**config.mk**
```make
export PLATFORM = sky130hd
export DESIGN_NAME = alu_seq_flat
export DESIGN_NICKNAME = d
export VERILOG_FILES = /design/src/rtl/alu_seq_if.sv /design/src/rtl/alu_seq.sv /design/src/flat_wrapper.sv
export SDC_FILE = /design/constraint.sdc
export NUM_CORES = 1
export LEC_CHECK = 0
export CAP_MARGIN = 20
export CORE_MARGIN = 2
export CORE_UTILIZATION = 40
export CTS_BUF_LIST = sky130_fd_sc_hd__clkbuf_16
export DETAILED_ROUTE_END_ITERATION = 10
export DONT_BUFFER_PORTS = 1
export HOLD_SLACK_MARGIN = 0.02
export PLACE_DENSITY_LB_ADDON = 0.08
export SYNTH_ARGS = -nofsm -noshare
export SYNTH_HDL_FRONTEND = slang
export SYNTH_SLANG_ARGS = --single-unit
```
**constraint.sdc**
```tcl
create_clock -name clk -period 1.23 [get_ports clk]
set_clock_uncertainty 0.05 [all_clocks]
set_input_delay 0.246 -clock clk [delete_from_list [all_inputs] [get_ports clk]]
set_output_delay 0.246 -clock clk [all_outputs]
set_load 0.02 [all_outputs]
```
**src/rtl/alu_seq_if.sv**
```systemverilog
// Request/response bundle between the control unit and alu_seq.
// The master drives the operation request; the slave returns the registered result and flags.
interface alu_seq_if #(
  parameter int unsigned WIDTH = 8
);
  logic             start;
  logic [2:0]       mode;
  logic [WIDTH-1:0] ac;
  logic [WIDTH-1:0] dr;
  logic             busy;
  logic             done;
  logic [WIDTH-1:0] result;
  logic             e;
  logic             z;
  logic             err;

  modport master (
    output start, mode, ac, dr,
    input  busy, done, result, e, z, err
  );

  modport slave (
    input  start, mode, ac, dr,
    output busy, done, result, e, z, err
  );
endinterface

```
**src/rtl/alu_seq.sv**
```systemverilog
// Clocked accumulator ALU: one operation per start, registered result with carry/zero flags.
// Optional iterative shift-add multiplier compiled in with `define ALU_SEQ_MUL_EN.
module alu_seq #(
  parameter int unsigned WIDTH = 8
) (
  input logic       clk,
  input logic       rst_n,
  alu_seq_if.slave  bus_io
);

  logic             start;
  logic [2:0]       mode;
  logic [WIDTH-1:0] ac;
  logic [WIDTH-1:0] dr;

  assign start = bus_io.start;
  assign mode  = bus_io.mode;
  assign ac    = bus_io.ac;
  assign dr    = bus_io.dr;

  logic [WIDTH-1:0] result_q, result_d;
  logic             e_q, e_d;
  logic             z_q, z_d;
  logic             done_q, done_d;
  logic             err_q, err_d;
  logic             idle;

  // Single-cycle operation decode
  logic [WIDTH:0]   add_sum;
  logic [WIDTH:0]   neg_sum;
  logic [WIDTH-1:0] op_res;
  logic             op_e;
  logic             op_legal;
`ifdef ALU_SEQ_MUL_EN
  logic             op_mul;
`endif

  always_comb begin
    add_sum  = {1'b0, ac} + {1'b0, dr};
    neg_sum  = {1'b0, ~ac} + {{WIDTH{1'b0}}, 1'b1};
    op_res   = '0;
    op_e     = 1'b0;
    op_legal = 1'b1;
`ifdef ALU_SEQ_MUL_EN
    op_mul   = 1'b0;
`endif
    case (mode)
      3'b000: begin
        op_res = add_sum[WIDTH-1:0];
        op_e   = add_sum[WIDTH];
      end
      3'b001: begin
        op_res = {dr[WIDTH-2:0], 1'b0};
        op_e   = dr[WIDTH-1];
      end
      3'b010: op_res = ~(ac ^ dr);
      3'b011: begin
        op_res = {1'b0, dr[WIDTH-1:1]};
        op_e   = dr[0];
      end
      3'b100: op_res = dr;
      3'b110: begin
        op_res = neg_sum[WIDTH-1:0];
        op_e   = neg_sum[WIDTH];
      end
`ifdef ALU_SEQ_MUL_EN
      3'b101: op_mul = 1'b1;
`endif
      default: op_legal = 1'b0;
    endcase
  end

`ifdef ALU_SEQ_MUL_EN
  typedef enum logic [0:0] {StIdle, StMul} state_e;

  localparam logic [WIDTH-1:0] LastCnt = WIDTH'(WIDTH - 1);

  state_e             state_q, state_d;
  logic [WIDTH-1:0]   cnt_q, cnt_d;
  logic [WIDTH-1:0]   mcand_q, mcand_d;
  logic [2*WIDTH-1:0] prod_q, prod_d;
  logic [WIDTH:0]     step_sum;
  logic [2*WIDTH-1:0] prod_step;

  // Product register holds {partial sum, remaining multiplier bits}; shifts right each step
  assign step_sum  = {1'b0, prod_q[2*WIDTH-1:WIDTH]} + {1'b0, mcand_q};
  assign prod_step = prod_q[0] ? {step_sum, prod_q[WIDTH-1:1]}
                               : {1'b0, prod_q[2*WIDTH-1:1]};
  assign idle      = (state_q == StIdle);

  always_ff @(posedge clk or negedge rst_n) begin
    if (!rst_n) begin
      state_q <= StIdle;
      cnt_q   <= '0;
      mcand_q <= '0;
      prod_q  <= '0;
    end else begin
      state_q <= state_d;
      cnt_q   <= cnt_d;
      mcand_q <= mcand_d;
      prod_q  <= prod_d;
    end
  end
`else
  assign idle = 1'b1;
`endif

  always_comb begin
    result_d = result_q;
    e_d      = e_q;
    z_d      = z_q;
    done_d   = 1'b0;
    err_d    = 1'b0;
`ifdef ALU_SEQ_MUL_EN
    state_d  = state_q;
    cnt_d    = cnt_q;
    mcand_d  = mcand_q;
    prod_d   = prod_q;
`endif
    if (start && idle) begin
`ifdef ALU_SEQ_MUL_EN
      if (op_mul) begin
        state_d = StMul;
        cnt_d   = '0;
        mcand_d = ac;
        prod_d  = {{WIDTH{1'b0}}, dr};
      end else
`endif
      if (op_legal) begin
        result_d = op_res;
        e_d      = op_e;
        z_d      = (op_res == '0);
        done_d   = 1'b1;
      end else begin
        done_d   = 1'b1;
        err_d    = 1'b1;
      end
    end
`ifdef ALU_SEQ_MUL_EN
    if (state_q == StMul) begin
      prod_d = prod_step;
      cnt_d  = cnt_q + 1'b1;
      if (cnt_q == LastCnt) begin
        result_d = prod_step[WIDTH-1:0];
        e_d      = |prod_step[2*WIDTH-1:WIDTH];
        z_d      = (prod_step[WIDTH-1:0] == '0);
        done_d   = 1'b1;
        cnt_d    = '0;
        state_d  = StIdle;
      end
    end
`endif
  end

  always_ff @(posedge clk or negedge rst_n) begin
    if (!rst_n) begin
      result_q <= '0;
      e_q      <= 1'b0;
      z_q      <= 1'b1;
      done_q   <= 1'b0;
      err_q    <= 1'b0;
    end else begin
      result_q <= result_d;
      e_q      <= e_d;
      z_q      <= z_d;
      done_q   <= done_d;
      err_q    <= err_d;
    end
  end

  assign bus_io.busy   = ~idle;
  assign bus_io.done   = done_q;
  assign bus_io.err    = err_q;
  assign bus_io.result = result_q;
  assign bus_io.e      = e_q;
  assign bus_io.z      = z_q;

endmodule

```
**src/flat_wrapper.sv**
```systemverilog
// flat-port wrapper written by rule: the top's interface ports become plain ports
module alu_seq_flat 
#(
  parameter int unsigned WIDTH = 8
)
  (clk, rst_n, bus_io_start, bus_io_mode, bus_io_ac, bus_io_dr, bus_io_busy, bus_io_done, bus_io_result, bus_io_e, bus_io_z, bus_io_err);
  alu_seq_if #(.WIDTH(WIDTH)) bus_io_i ();
  input logic clk;
  input logic rst_n;
  input wire logic [$bits(bus_io_i.start)-1:0] bus_io_start;
  input wire logic [$bits(bus_io_i.mode)-1:0] bus_io_mode;
  input wire logic [$bits(bus_io_i.ac)-1:0] bus_io_ac;
  input wire logic [$bits(bus_io_i.dr)-1:0] bus_io_dr;
  output wire logic [$bits(bus_io_i.busy)-1:0] bus_io_busy;
  output wire logic [$bits(bus_io_i.done)-1:0] bus_io_done;
  output wire logic [$bits(bus_io_i.result)-1:0] bus_io_result;
  output wire logic [$bits(bus_io_i.e)-1:0] bus_io_e;
  output wire logic [$bits(bus_io_i.z)-1:0] bus_io_z;
  output wire logic [$bits(bus_io_i.err)-1:0] bus_io_err;
  assign bus_io_i.start = bus_io_start;
  assign bus_io_i.mode = bus_io_mode;
  assign bus_io_i.ac = bus_io_ac;
  assign bus_io_i.dr = bus_io_dr;
  assign bus_io_busy = bus_io_i.busy;
  assign bus_io_done = bus_io_i.done;
  assign bus_io_result = bus_io_i.result;
  assign bus_io_e = bus_io_i.e;
  assign bus_io_z = bus_io_i.z;
  assign bus_io_err = bus_io_i.err;
  alu_seq #(.WIDTH(WIDTH)) u_core (.clk(clk), .rst_n(rst_n), .bus_io(bus_io_i));
endmodule
```
Word-level counts from Yosys, hierarchy flattened
Index checks and enable logic that the tools add are counted.

$add $sub $neg: 2. Bitwise logic cells: 3. Mux-type cells: 6. Equal/unequal tests: 5. Reductions and logical operators: 4.

Operators with widths (number): 8-bit one-hot mux with 6 select lines (1); 8-bit NOT (2); 8-bit by 1-bit adder with 9-bit output (second input constant) (1); 8-bit by 8-bit adder with 9-bit output (1); 8-bit zero test (1); 8-bit XOR (1); 3-bit by 2-bit == test with 1-bit output (second input constant) (2); 3-bit == test (second input constant) (2); 6-bit OR reduction (1); 1-bit two-way mux (4); 1-bit one-hot mux with 4 select lines (1); 3-bit by 1-bit == test with 1-bit output (second input constant) (1); 3-bit zero test (1); 2-bit AND reduction (1).

Output and inout bits: 13. Register bits after elaboration: 12. Logic and storage cells: 25.

Longest topological paths before layout
Word-level depth: 5. Mapped depth: 8.

Worst setup path after synthesis
Ideal clock, no wire load.

Path kind: input to register. From: input port bus_io_dr[0]. To: register u_core.z_q, in the netlist u_core.bus_io.z. Data required time: 1.101 ns. Setup time: 0.079 ns. Stages: 8. Setup slack: -0.840 ns. Arrival: 1.940 ns. Path through: ha_1 > fa_1 > nand3_1 > a21boi_1 > or4b_1 > a21boi_1 > a311oi_1 > a32o_2.

Word-level cells in the longest chain between the ends: 4. Elaborated cells between the ends (all ways): 5. Classes of those cells: add/sub (1); mux (1); bitwise (2); reduce/logical (1).

RTL lines: start: declaration (RTL line flat_wrapper.sv:13) `input wire logic [$bits(bus_io_i.dr)-1:0] bus_io_dr;`; parallel branches: the longest is 2 deep, another holds 8-bit by 8-bit adder with 9-bit output; 8-bit one-hot mux with 6 select lines (*) (RTL line alu_seq.sv:47) `case (mode)`; 8-bit zero test (*) (RTL line alu_seq.sv:132) `z_d = (op_res == '0);`; end signal: assignment (RTL line alu_seq.sv:165) `z_q <= z_d;`; end: declaration (RTL line alu_seq.sv:23) `logic z_q, z_d;`.

Mark *: on every way between the ends. A chain may end at the register's enable or synchronous reset.

Final worst setup path
Ends and elaborated chain as after synthesis.

==> metrics.txt <==
# rows 21; Clock Sinks 12; crit path launch bus_io_dr[0]; port bufs 0; Worst Setup Slack, final -0.538 ns; Syn Inst Count 167; critical path data required time 1.35 ns; n_diodes 0; CTS tree yes; vias in the first global route 1,372; most frequent cell after synthesis nand2_1; Worst-path clk slew 0.04 ns; HPWL after DPL between 3000 and 4000 microns; Peak VDD IR 0.000381 V; top cell type by total area after synthesis dfrtp_1; EDFF count, synth 0; fin. max-slew vios 0; Vias/cell 5.60; Area contributors post-synth dfrtp_1 (20%), ha_1 (8.3%), o21ai_0 (4.8%); CP max-delay cell or4b_4; outcome finished with violations; layout cells sized above 1 37.6%; Critical Path AT 1.89 ns; total track usage 21.2%; syn avg cell area about 8 sq um; Min-Delay Path Class in -> reg; Min Hold Slack 0.105 ns; Die ar. 0.00388 sq mm; Slew @ Worst Pin 0.507 ns; Worst Path Max Fanout 4; CTS max path bufs 2; H-Tree Depth 1; crit-path max cell delay 0.48 ns; mapped cell area 0.00136 sq mm; CP Launch Type input port; crit path capture type register; most used cell along the critical path a21boi_2; Max Cap Violations 0; pin count of the biggest net entering global routing 25; Routability Congestion ~0.8; Clock Latency Late Sink 0.24 ns; Initial DRC Count 61; DRT Pass-1 Iters 4; Seq/Total Area, Yosys 22.2%; first-pass GRT wire length around 6500 microns; final net count 230; dpl ws -0.810 ns; top cell type's share of synthesized area 20.3%; Post-synth top cells nand2_1 (16), nor2_1 (15), o21ai_0 (13); initial antenna violation count 0; CTS Root Buffer Type clkbuf_16; DP Area 0.00173 sq mm; WL per Instance 15.9 microns; Synth Warn # 0; Pwr Density 902 mW/mm^2; Die Width around 62 microns; detailed-route DRC error count 0; WL final 3870 microns; failing checks negative setup slack; Tcrit/Tclk final 144%; RSZ-0062 raised after global routing yes; CP top delay family compound AO/OA/AOI/OAI gates; Tot Pwr 1.73 mW; Hold Fails Final Rpt 0; crit path kind in -> reg; post-synthesis net count 199; vias about 1,400; final setup fails 9; hold path start bus_io_start; Synth async-reset ratio 100%; post-route cell area 0.00192 sq mm; synthesis-stage register bit count 12; leakage dissipation 0.755 nW; fmax 566 MHz; Slew HR 66.1%; CTS Buf Count 3; FF-to-FF Start u_core.bus_io.e$_DFFE_PN0P_; CP Buf/Inv Count 0; ys flop type dfrtp_1; die span in y between 60 and 70 microns; effective utilization at floorplan 41.3%; core area 0.00328 sq mm; setup TNS -2.21 ns; crit path time final about 1.8 ns; I/O Pins 35; ANT nets after route 0; critical path, cell by cell ha_4 -> fa_2 -> nand3_2 -> a21boi_2 -> or4b_4 -> a21boi_2 -> a311oi_2 -> a32o_2; Synth-to-Final Area Change 41.5%; remaining global-route overflow 0; Synth cell types 55
==> cell families after synthesis <==
family / after synthesis / synth area share (%)
DFF: 12 / 22.2
adders and majority gates: 10 / 9.77
AOI/OAI and AO/OA: 51 / 25.6
muxes: 7 / 5.44
xor gates and xnor gates: 10 / 6.45
buffers and inverters: 11 / 3.87
and+or+nand+nor: 65 / 26.4
other: 1 / 0.276
==> sequential cells by signal, summed over array words and instances (netlist names) <==
register and cells:
u_core.bus_io.result 8, u_core.bus_io.z 1, u_core.bus_io.err 1, u_core.bus_io.e 1, u_core.bus_io.done 1
==> report_power, final <==
| group | leakage (nW) | switching (mW) | internal, mW |
|---|---|---|---|
| sequential | 0.148 | 0.0936 | 0.447 |
| combinational | 0.568 | 0.265 | 0.336 |
| clock | 0.0385 | 0.163 | 0.427 |
| total | 0.755 | 0.522 | 1.21 |
==> per-layer routing <==
layer  track usage, %  routed length (microns)
met2             37.9                     1940
met5                0                        0
met3             2.90                      185
met4             11.1                      120
met1             24.4                     1630
==> final cells by class <==
type                            instances  area (sq um)
Inverter                                3          11.3
Clock inverter                          1          3.75
Fill cell                             302          1360
Tap cell                               46          57.6
Multi-Input combinational cell        144          1200
Clock buffer                            3          75.1
Sequential cell                        12           302
Timing Repair Buffer                   34           268
==> through the flow <==
stage / cells / utilization [%]
after detailed placement: 236 / 52.7
after CTS: 244 / 57.3
after global placement: 236 / 52.7
after global routing: 243 / 58.5
after floorplan: 167 / -
final: 243 / 58.5
==> worst paths after layout <==
path	end	slack (ns)	cells past startpoint
max	u_core.bus_io.z$_DFFE_PN1P_	-0.54	8
min	u_core.bus_io.e$_DFFE_PN0P_	0.11	2
max reg2reg	u_core.bus_io.e$_DFFE_PN0P_	0.34	2
min reg2reg	u_core.bus_io.result[0]$_DFFE_PN0P_	0.55	2
max in group asynchronous	u_core.bus_io.z$_DFFE_PN1P_	0.41	1
min in group asynchronous	u_core.bus_io.result[5]$_DFFE_PN0P_	0.37	1
==> repair_timing <==
action	in CTS	in global routing
pin swaps	8	14
setup buffers	2	1
hold buffers	2	0
hold endpoints to repair	13	0
endpoints found under the setup margin	9	9
gates resized for setup	13	12
==> cells in the final DEF, fill, tap and decap left out, types with 5 or more instances in the layout <==
cell	Yosys	final
o21ai_1	1	5
nor2_1	15	14
nand2b_1	5	5
buf_4	2	30
ha_4	0	7
xnor2_1	6	6
nand2_1	16	16
dfrtp_1	11	11
o21ai_0	13	6
Power figures use the tool's default switching activity.
